### config.mk
export PLATFORM = sky130hd
export DESIGN_NAME = hazard_ctrl_flat
export DESIGN_NICKNAME = d
export VERILOG_FILES = /design/src/rtl/pipe_pkg.sv /design/src/rtl/hazard_ctrl_if.sv /design/src/rtl/hazard_cmp.sv /design/src/rtl/hazard_ctrl.sv /design/src/flat_wrapper.sv
export SDC_FILE = /design/constraint.sdc
export NUM_CORES = 1
export LEC_CHECK = 0
export BUFFER_PORTS_ARGS = -buffer_cell sky130_fd_sc_hd__buf_2
export CORE_AREA = 2 2 39 41
export DETAILED_ROUTE_END_ITERATION = 8
export DIE_AREA = 0 0 41 43
export GPL_TIMING_DRIVEN = 0
export PLACE_DENSITY = 0.57
export SLEW_MARGIN = 20
export SYNTH_ARGS = -nofsm -noshare
export SYNTH_HDL_FRONTEND = slang
export SYNTH_SLANG_ARGS = --single-unit
export TNS_END_PERCENT = 20
### constraint.sdc
create_clock -name clk_HZ -period 2 [get_ports clk_HZ]
set_input_delay 0.4 -clock clk_HZ [delete_from_list [all_inputs] [get_ports clk_HZ]]
set_output_delay 0.4 -clock clk_HZ [all_outputs]
set_load 0.02 [all_outputs]
### src/rtl/pipe_pkg.sv
// Shared pipeline definitions: hazard FSM state encoding, register-specifier
// width, M-bus layout and the all-zero control words fed by the bubble mux.
package pipe_pkg;

    localparam int REG_W = 5;

    typedef enum logic [1:0] {
        HZ_RUN    = 2'd0,
        HZ_FLUSH  = 2'd1,
        HZ_XSTALL = 2'd2
    } hz_state_t;

    // M control bus carried in BF1: {MemWrite, MemRead, Branch}
    localparam int M_W       = 3;
    localparam int M_MEMREAD = 1;
    localparam int EX_W      = 4;
    localparam int WB_W      = 2;

    // Control words selected into BF1 when a bubble is inserted
    localparam logic [M_W-1:0]  M_ZERO  = '0;
    localparam logic [EX_W-1:0] EX_ZERO = '0;
    localparam logic [WB_W-1:0] WB_ZERO = '0;

    // Flush counter width, enough for FLUSH_CYCLES up to 15
    localparam int FCNT_W = 4;

endpackage

### src/rtl/hazard_ctrl_if.sv
// Signal bundle between the pipeline datapath and hazard_ctrl.
// Optional perf counter ports appear only when HZ_PERF_CNT_EN is defined.
//
// Freeze handshake: extStall_req is a level request held by the requester
// for as long as the freeze is needed; extStall_ack is high on every cycle
// the freeze is actually in effect (from the cycle after the request is first
// seen) and drops in the same cycle the request is seen low. A request is
// never acknowledged while a flush is in progress.
interface hazard_ctrl_if
    import pipe_pkg::*;
#(
    parameter int REG_W = pipe_pkg::REG_W
`ifdef HZ_PERF_CNT_EN
    , parameter int CNT_W = 16
`endif
);
    logic             memRead_BF1;
    logic [REG_W-1:0] rt_BF1;
    logic [REG_W-1:0] rs_ID;
    logic [REG_W-1:0] rt_ID;
    logic             usesRt_ID;
    logic             branchTaken;
    logic             extStall_req;
    logic             extStall_ack;
    logic             pcWrite;
    logic             ifidWrite;
    logic             flush_IFID;
    logic             bubble_BF1;
    logic             en_BF1;
    hz_state_t        state;
`ifdef HZ_PERF_CNT_EN
    logic [CNT_W-1:0] stallCnt;
    logic [CNT_W-1:0] flushCnt;
`endif

    modport master (
        output memRead_BF1, rt_BF1, rs_ID, rt_ID, usesRt_ID, branchTaken, extStall_req,
        input  extStall_ack, pcWrite, ifidWrite, flush_IFID, bubble_BF1, en_BF1, state
`ifdef HZ_PERF_CNT_EN
        , input stallCnt, flushCnt
`endif
    );

    modport slave (
        input  memRead_BF1, rt_BF1, rs_ID, rt_ID, usesRt_ID, branchTaken, extStall_req,
        output extStall_ack, pcWrite, ifidWrite, flush_IFID, bubble_BF1, en_BF1, state
`ifdef HZ_PERF_CNT_EN
        , output stallCnt, flushCnt
`endif
    );

endinterface

### src/rtl/hazard_cmp.sv
// Combinational load-use comparator: flags an ID instruction that reads the
// register a load in EX is about to write. Register 0 never hazards.
module hazard_cmp #(
    parameter int REG_W = pipe_pkg::REG_W
) (
    input  logic             memRead_BF1,
    input  logic [REG_W-1:0] rt_BF1,
    input  logic [REG_W-1:0] rs_ID,
    input  logic [REG_W-1:0] rt_ID,
    input  logic             usesRt_ID,
    output logic             hazard_LU
);

    // Match on rs always, on rt only when the ID instruction actually reads it
    always_comb begin
        hazard_LU = memRead_BF1 && (rt_BF1 != '0) &&
                    ((rt_BF1 == rs_ID) || (usesRt_ID && (rt_BF1 == rt_ID)));
    end

endmodule

### src/rtl/hazard_ctrl.sv
// Pipeline sequencing controller for IF/ID and ID/EX (BF1): load-use stall,
// taken-branch flush and external freeze. Outputs are combinational from the
// registered state and the current inputs.
// Optional feature macro: HZ_PERF_CNT_EN adds saturating stall/flush counters.
module hazard_ctrl
    import pipe_pkg::*;
#(
    parameter int REG_W        = pipe_pkg::REG_W,
    parameter int FLUSH_CYCLES = 1
`ifdef HZ_PERF_CNT_EN
    , parameter int CNT_W      = 16
`endif
) (
    input  logic          clk_HZ,
    input  logic          rst_HZ,
    hazard_ctrl_if.slave  hz
);

    localparam logic [FCNT_W-1:0] FLUSH_LOAD = FCNT_W'(FLUSH_CYCLES - 1);
    localparam logic              MULTI_FLUSH = (FLUSH_CYCLES > 1);

    hz_state_t         state_q, state_d;
    logic [FCNT_W-1:0] cnt_q, cnt_d;
    logic              pend_q, pend_d;

    logic hazard_lu;
    logic run_like;
    logic branch_eff;
    logic pc_write, ifid_write, flush_ifid, bubble, en_bf1, ack;

    hazard_cmp #(.REG_W(REG_W)) u_cmp (
        .memRead_BF1 (hz.memRead_BF1),
        .rt_BF1      (hz.rt_BF1),
        .rs_ID       (hz.rs_ID),
        .rt_ID       (hz.rt_ID),
        .usesRt_ID   (hz.usesRt_ID),
        .hazard_LU   (hazard_lu)
    );

    // State, flush counter and pending-branch flag
    always_ff @(posedge clk_HZ) begin
        state_q <= state_d;
        cnt_q   <= cnt_d;
        pend_q  <= pend_d;
    end

    // Next state and outputs; a freeze that is ending behaves as a RUN cycle
    // in which a branch remembered during the freeze counts as taken now
    always_comb begin
        pc_write   = 1'b1;
        ifid_write = 1'b1;
        flush_ifid = 1'b0;
        bubble     = 1'b0;
        en_bf1     = 1'b1;
        ack        = 1'b0;
        state_d    = state_q;
        cnt_d      = cnt_q;
        pend_d     = pend_q;
        run_like   = 1'b0;
        branch_eff = hz.branchTaken;

        if (rst_HZ) begin
            pc_write   = 1'b0;
            ifid_write = 1'b0;
            bubble     = 1'b1;
            state_d    = HZ_RUN;
            cnt_d      = '0;
            pend_d     = 1'b0;
        end else begin
            case (state_q)
                HZ_FLUSH: begin
                    flush_ifid = 1'b1;
                    bubble     = 1'b1;
                    if (hz.branchTaken) begin
                        cnt_d   = FLUSH_LOAD;
                        state_d = MULTI_FLUSH ? HZ_FLUSH : HZ_RUN;
                    end else if (cnt_q <= FCNT_W'(1)) begin
                        cnt_d   = '0;
                        state_d = HZ_RUN;
                    end else begin
                        cnt_d = cnt_q - FCNT_W'(1);
                    end
                end
                HZ_XSTALL: begin
                    if (hz.extStall_req) begin
                        pc_write   = 1'b0;
                        ifid_write = 1'b0;
                        en_bf1     = 1'b0;
                        ack        = 1'b1;
                        if (hz.branchTaken) pend_d = 1'b1;
                    end else begin
                        run_like   = 1'b1;
                        branch_eff = hz.branchTaken | pend_q;
                        pend_d     = 1'b0;
                    end
                end
                default: run_like = 1'b1;
            endcase

            if (run_like) begin
                if (branch_eff) begin
                    flush_ifid = 1'b1;
                    bubble     = 1'b1;
                    cnt_d      = FLUSH_LOAD;
                    state_d    = MULTI_FLUSH ? HZ_FLUSH : HZ_RUN;
                end else if (hz.extStall_req) begin
                    pc_write   = 1'b0;
                    ifid_write = 1'b0;
                    en_bf1     = 1'b0;
                    state_d    = HZ_XSTALL;
                end else if (hazard_lu) begin
                    pc_write   = 1'b0;
                    ifid_write = 1'b0;
                    bubble     = 1'b1;
                    state_d    = HZ_RUN;
                end else begin
                    state_d = HZ_RUN;
                end
            end
        end
    end

    assign hz.pcWrite      = pc_write;
    assign hz.ifidWrite    = ifid_write;
    assign hz.flush_IFID   = flush_ifid;
    assign hz.bubble_BF1   = bubble;
    assign hz.en_BF1       = en_bf1;
    assign hz.extStall_ack = ack;
    assign hz.state        = state_q;

`ifdef HZ_PERF_CNT_EN
    logic [CNT_W-1:0] stall_cnt_q, flush_cnt_q;

    // Saturating counts of frozen-PC cycles and flush cycles
    always_ff @(posedge clk_HZ) begin
        if (rst_HZ) begin
            stall_cnt_q <= '0;
            flush_cnt_q <= '0;
        end else begin
            if (!pc_write && (stall_cnt_q != '1)) stall_cnt_q <= stall_cnt_q + CNT_W'(1);
            if (flush_ifid && (flush_cnt_q != '1)) flush_cnt_q <= flush_cnt_q + CNT_W'(1);
        end
    end

    assign hz.stallCnt = stall_cnt_q;
    assign hz.flushCnt = flush_cnt_q;
`endif

endmodule

### src/flat_wrapper.sv
// flat-port wrapper written by rule: the top's interface ports become plain ports
module hazard_ctrl_flat import pipe_pkg::*;
#(
    parameter int REG_W        = pipe_pkg::REG_W,
    parameter int FLUSH_CYCLES = 1

)
  (clk_HZ, rst_HZ, hz_memRead_BF1, hz_rt_BF1, hz_rs_ID, hz_rt_ID, hz_usesRt_ID, hz_branchTaken, hz_extStall_req, hz_extStall_ack, hz_pcWrite, hz_ifidWrite, hz_flush_IFID, hz_bubble_BF1, hz_en_BF1, hz_state);
  hazard_ctrl_if #(.REG_W(REG_W)) hz_i ();
  input  logic clk_HZ;
  input  logic rst_HZ;
  input wire logic [$bits(hz_i.memRead_BF1)-1:0] hz_memRead_BF1;
  input wire logic [$bits(hz_i.rt_BF1)-1:0] hz_rt_BF1;
  input wire logic [$bits(hz_i.rs_ID)-1:0] hz_rs_ID;
  input wire logic [$bits(hz_i.rt_ID)-1:0] hz_rt_ID;
  input wire logic [$bits(hz_i.usesRt_ID)-1:0] hz_usesRt_ID;
  input wire logic [$bits(hz_i.branchTaken)-1:0] hz_branchTaken;
  input wire logic [$bits(hz_i.extStall_req)-1:0] hz_extStall_req;
  output wire logic [$bits(hz_i.extStall_ack)-1:0] hz_extStall_ack;
  output wire logic [$bits(hz_i.pcWrite)-1:0] hz_pcWrite;
  output wire logic [$bits(hz_i.ifidWrite)-1:0] hz_ifidWrite;
  output wire logic [$bits(hz_i.flush_IFID)-1:0] hz_flush_IFID;
  output wire logic [$bits(hz_i.bubble_BF1)-1:0] hz_bubble_BF1;
  output wire logic [$bits(hz_i.en_BF1)-1:0] hz_en_BF1;
  output wire logic [$bits(hz_i.state)-1:0] hz_state;
  assign hz_i.memRead_BF1 = hz_memRead_BF1;
  assign hz_i.rt_BF1 = hz_rt_BF1;
  assign hz_i.rs_ID = hz_rs_ID;
  assign hz_i.rt_ID = hz_rt_ID;
  assign hz_i.usesRt_ID = hz_usesRt_ID;
  assign hz_i.branchTaken = hz_branchTaken;
  assign hz_i.extStall_req = hz_extStall_req;
  assign hz_extStall_ack = hz_i.extStall_ack;
  assign hz_pcWrite = hz_i.pcWrite;
  assign hz_ifidWrite = hz_i.ifidWrite;
  assign hz_flush_IFID = hz_i.flush_IFID;
  assign hz_bubble_BF1 = hz_i.bubble_BF1;
  assign hz_en_BF1 = hz_i.en_BF1;
  assign hz_state = hz_i.state;
  hazard_ctrl #(.REG_W(REG_W), .FLUSH_CYCLES(FLUSH_CYCLES)) u_core (.clk_HZ(clk_HZ), .rst_HZ(rst_HZ), .hz(hz_i));
endmodule
==> results by stage <==
Run status:
- The run finished, with violations left.
- The checks that failed: negative setup slack.

Floorplanning:
- The initial utilization of the core area, before any placement, comes to 20.80%.
- Measured along the y axis, the die boundary spans 43 um.
- The core region area is 1384 um^2.
- The area enclosed by the die boundary is 1763 um^2.
- The top-level port count is 29.
- The floorplan row count is 14.
- The floorplan step set the die width to 41 um.

STA:
- The final count of hold timing violations is 0.
- Setup repair after global routing could not meet its margin everywhere.
- The post-route clock period utilization is 100.0%.
- The smallest clock period supported by the final layout is computed as 2001 ps.
- On the final layout, the worst hold slack is ~420 ps.
- The largest clock skew in the final design is a little over 4 ps.
- Once routing completed, OpenROAD measured the worst setup slack at -0.7397 ps.
- Derived from the worst setup path, the maximum achievable clock frequency is between 400 and 500 MHz.
- The count of endpoints failing setup in the final report is 1.
- The final-report max-slew violation count is 0.
- Summed over all failing endpoints, the final setup total negative slack is -0.7397 ps.

GRT:
- The first global-routing pass estimated 1.276 mm of wire.
- In the global route stage, overall resource usage came out at between 10 and 15%.
- The via count of the first global-routing pass was 355.
- The number of antenna violations at the first check in global routing is 0.
- Global routing finished with a remaining overflow of 0.
- The pin count of the biggest net entering global routing is 9.

Placed design:
- The count of buffers from port buffering is 27.
- The placed instance count is 82.
- After legalization and detailed placement, the total HPWL measured 632.1 um.
- The placed instances occupy a cell area of ~440 um^2.
- Before CTS, the worst setup slack after placement is -101.4 ps.
- The congestion estimate from routability-driven global placement came to 0.6220.

Routing:
- The first-pass iteration count of the detailed router is 4.
- The routed wire length is 787 um.
- For this run, design rule violations remaining after detail routing come to 0.
- The average routed wire per standard cell is 9.046 um.
- In this run, the number of DRC markers left after iteration 0 of detailed routing was 2.
- The count of nets left with antenna violations once routing finished came out at 0.
- The detailed-route via count is 372.
- Using the TritonRoute via totals, the vias-per-cell ratio works out to 4.276.

CTS:
- The largest buffer count on any clock path is 2.
- The maximum level of the CTS H-tree is 1.
- The later pin in the worst-skew pair is clocked with a latency of around 230 ps.
- The buffer type at the clock tree root is clkbuf_4.
- The clock sink count is 2.
- In this run, post-CTS hold repair placed 0 buffers.
- The CTS tree is done.
- Clock-pin slew was measured on the worst setup and hold paths at around 30 ps.
- Counting the buffers created by CTS gives 3.

Power:
- In this run the power density over the cells is 444.5 nW/um^2.
- The leakage dissipation is 0.2572 nW.
- The worst IR drop on VDD is 122.0 uV.

Synthesis:
- Summing the areas of all compound-gate instances in the mapped netlist gives a little over a fifth of the synthesized area.
- The synthesized area per cell is 7.379 um^2.
- The number of nets in the synthesized netlist is 60.
- The portion of synthesized area spent on multiplexers is 0%.
- For this run, the number of Yosys warnings is 0.
- The synthesized-area fraction occupied by adder cells is 0%.
- After synthesis, the largest family of logic cells by area is XOR/XNOR gates.
- The share of the Yosys chip area taken by registers is between 10% and 20%.
- The flip-flop and latch count after synthesis is 2.
- The netlist area before placement is 287.8 um^2.
- The number of instances in the synthesized netlist is 39.
- After Yosys synthesis, and, or, nand and nor cells account for 26.96% of the synthesized area.
- The xor and xnor area share after synthesis is 30.43%.
- The number of distinct library cells after synthesis is 20.

Cells and area:
- The non-filler instance count after layout is between 80 and 90.
- In the layout the commonest cells are 24 x buf_2, 9 x xor2_1, 5 x buf_4.
- The post-route cell area is 516.7 um^2.
- The count of inserted antenna diode cells is 0.
- The fraction of final layout cells with drive strength greater than 1 is 53.52%.
- The area growth from synthesis to layout is 79.57%.
- Leaving out fill and tap cells, the most frequent cell in the layout is buf_2.
- In the final design database the tool counted 94 nets.

Critical path:
- The kind of launch point of the worst setup path is a primary input.
- The data arrival time at the worst-slack endpoint is 1600 ps.
- The kind of critical path is in2out.
- The biggest fanout along the worst timing path is 3.
- Data on the critical path is required at its endpoint by 1600 ps.
- STA classifies the critical path endpoint as an output port.

Run:
- The max-capacitance violation count is 0.

Min path:
- The worst hold-check path type is in2reg.
## Yosys cell counts
cell	number	area, um^2
nand2_1	4	15.01
nand2b_1	1	6.260
o31ai_1	1	7.510
or4_1	1	7.510
dfxtp_1	2	40.04
o21ai_1	1	5.000
xor2_1	9	78.83
a21oi_1	3	15.01
nor2b_1	1	6.260
nor2_1	3	11.26
conb_1	1	3.750
and3b_1	1	8.760
a211oi_1	2	15.01
nor3_1	2	10.01
a32oi_1	1	8.760
o31a_1	1	8.760
xnor2_1	1	8.760
inv_1	1	3.750
nor4_2	1	12.51
buf_4	2	15.01
## critical path, cell delays in order
cell	delay, ps
buf_4	120
xor2_1	150
nor4_2	250
a32oi_1	150
o31a_1	270
buf_4	140
buf_6	120
## state kept, by name (all words and copies together) (netlist names)
| name | flops |
|---|---|
| u_core.hz.state | 1 |
| u_core.pend_q | 1 |
## stage by stage
step	util, %	total power, W
floorplan	-	0.00008914
global placement	32.01	0.0001276
detailed placement	32.01	0.0001282
CTS	37.34	0.0002371
global route	37.34	0.0002479
finish	37.34	0.0002297
## kinds of logic after synthesis
family                    count (synthesis)
xor gates and xnor gates                 10
buffers and inverters                     3
other                                     1
and+or+nand+nor                          14
DFF                                       2
AOI/OAI and AO/OA                         9
## layer usage
layer / share of wire (%) / routed length [um] / track usage [%] / up-vias
met5: 0 / 0 / 0 / -
met4: 0 / 0 / 10.00 / 0
met3: 12 / 91 / 1.047 / 0
met2: 49 / 387 / 16.88 / 25
met1: 39 / 307 / 11.75 / 149
li1: - / - / - / 198
## report_power, final
group	switching [W]	internal, W
sequential	0.00000236	0.0000420
clock	0.0000238	0.0000662
combinational	0.0000480	0.0000472
## cell type report
class | instances | area, um^2
clock buffers | 3 | 22.52
multi-input cells | 34 | 250.2
inverters | 1 | 3.754
well taps | 16 | 20.02
fillers | 152 | 867.1
plain buffers | 2 | 15.01
repair buffers | 29 | 165.2
flip-flops and latches | 2 | 40.04
## final timing paths
kind | from | to | slack [ps] | cells past startpoint
hold / removal | rst_HZ | u_core.pend_q$_SDFFE_PP0P_ | 420 | 2
setup / recovery | hz_rt_BF1[2] | hz_pcWrite | -0.7 | 7
setup reg to reg | u_core.hz.state[1]$_SDFFE_PP0N_ | u_core.hz.state[1]$_SDFFE_PP0N_ | 1200 | 2
hold reg to reg | u_core.pend_q$_SDFFE_PP0P_ | u_core.pend_q$_SDFFE_PP0P_ | 540 | 2
## timing repair
item | in CTS | in global routing
gates resized for setup | 9 | 0
setup buffers | 2 | 0
endpoints found under the setup margin | 1 | 3
pin swaps | 6 | 2
Power figures use the tool's default switching activity.
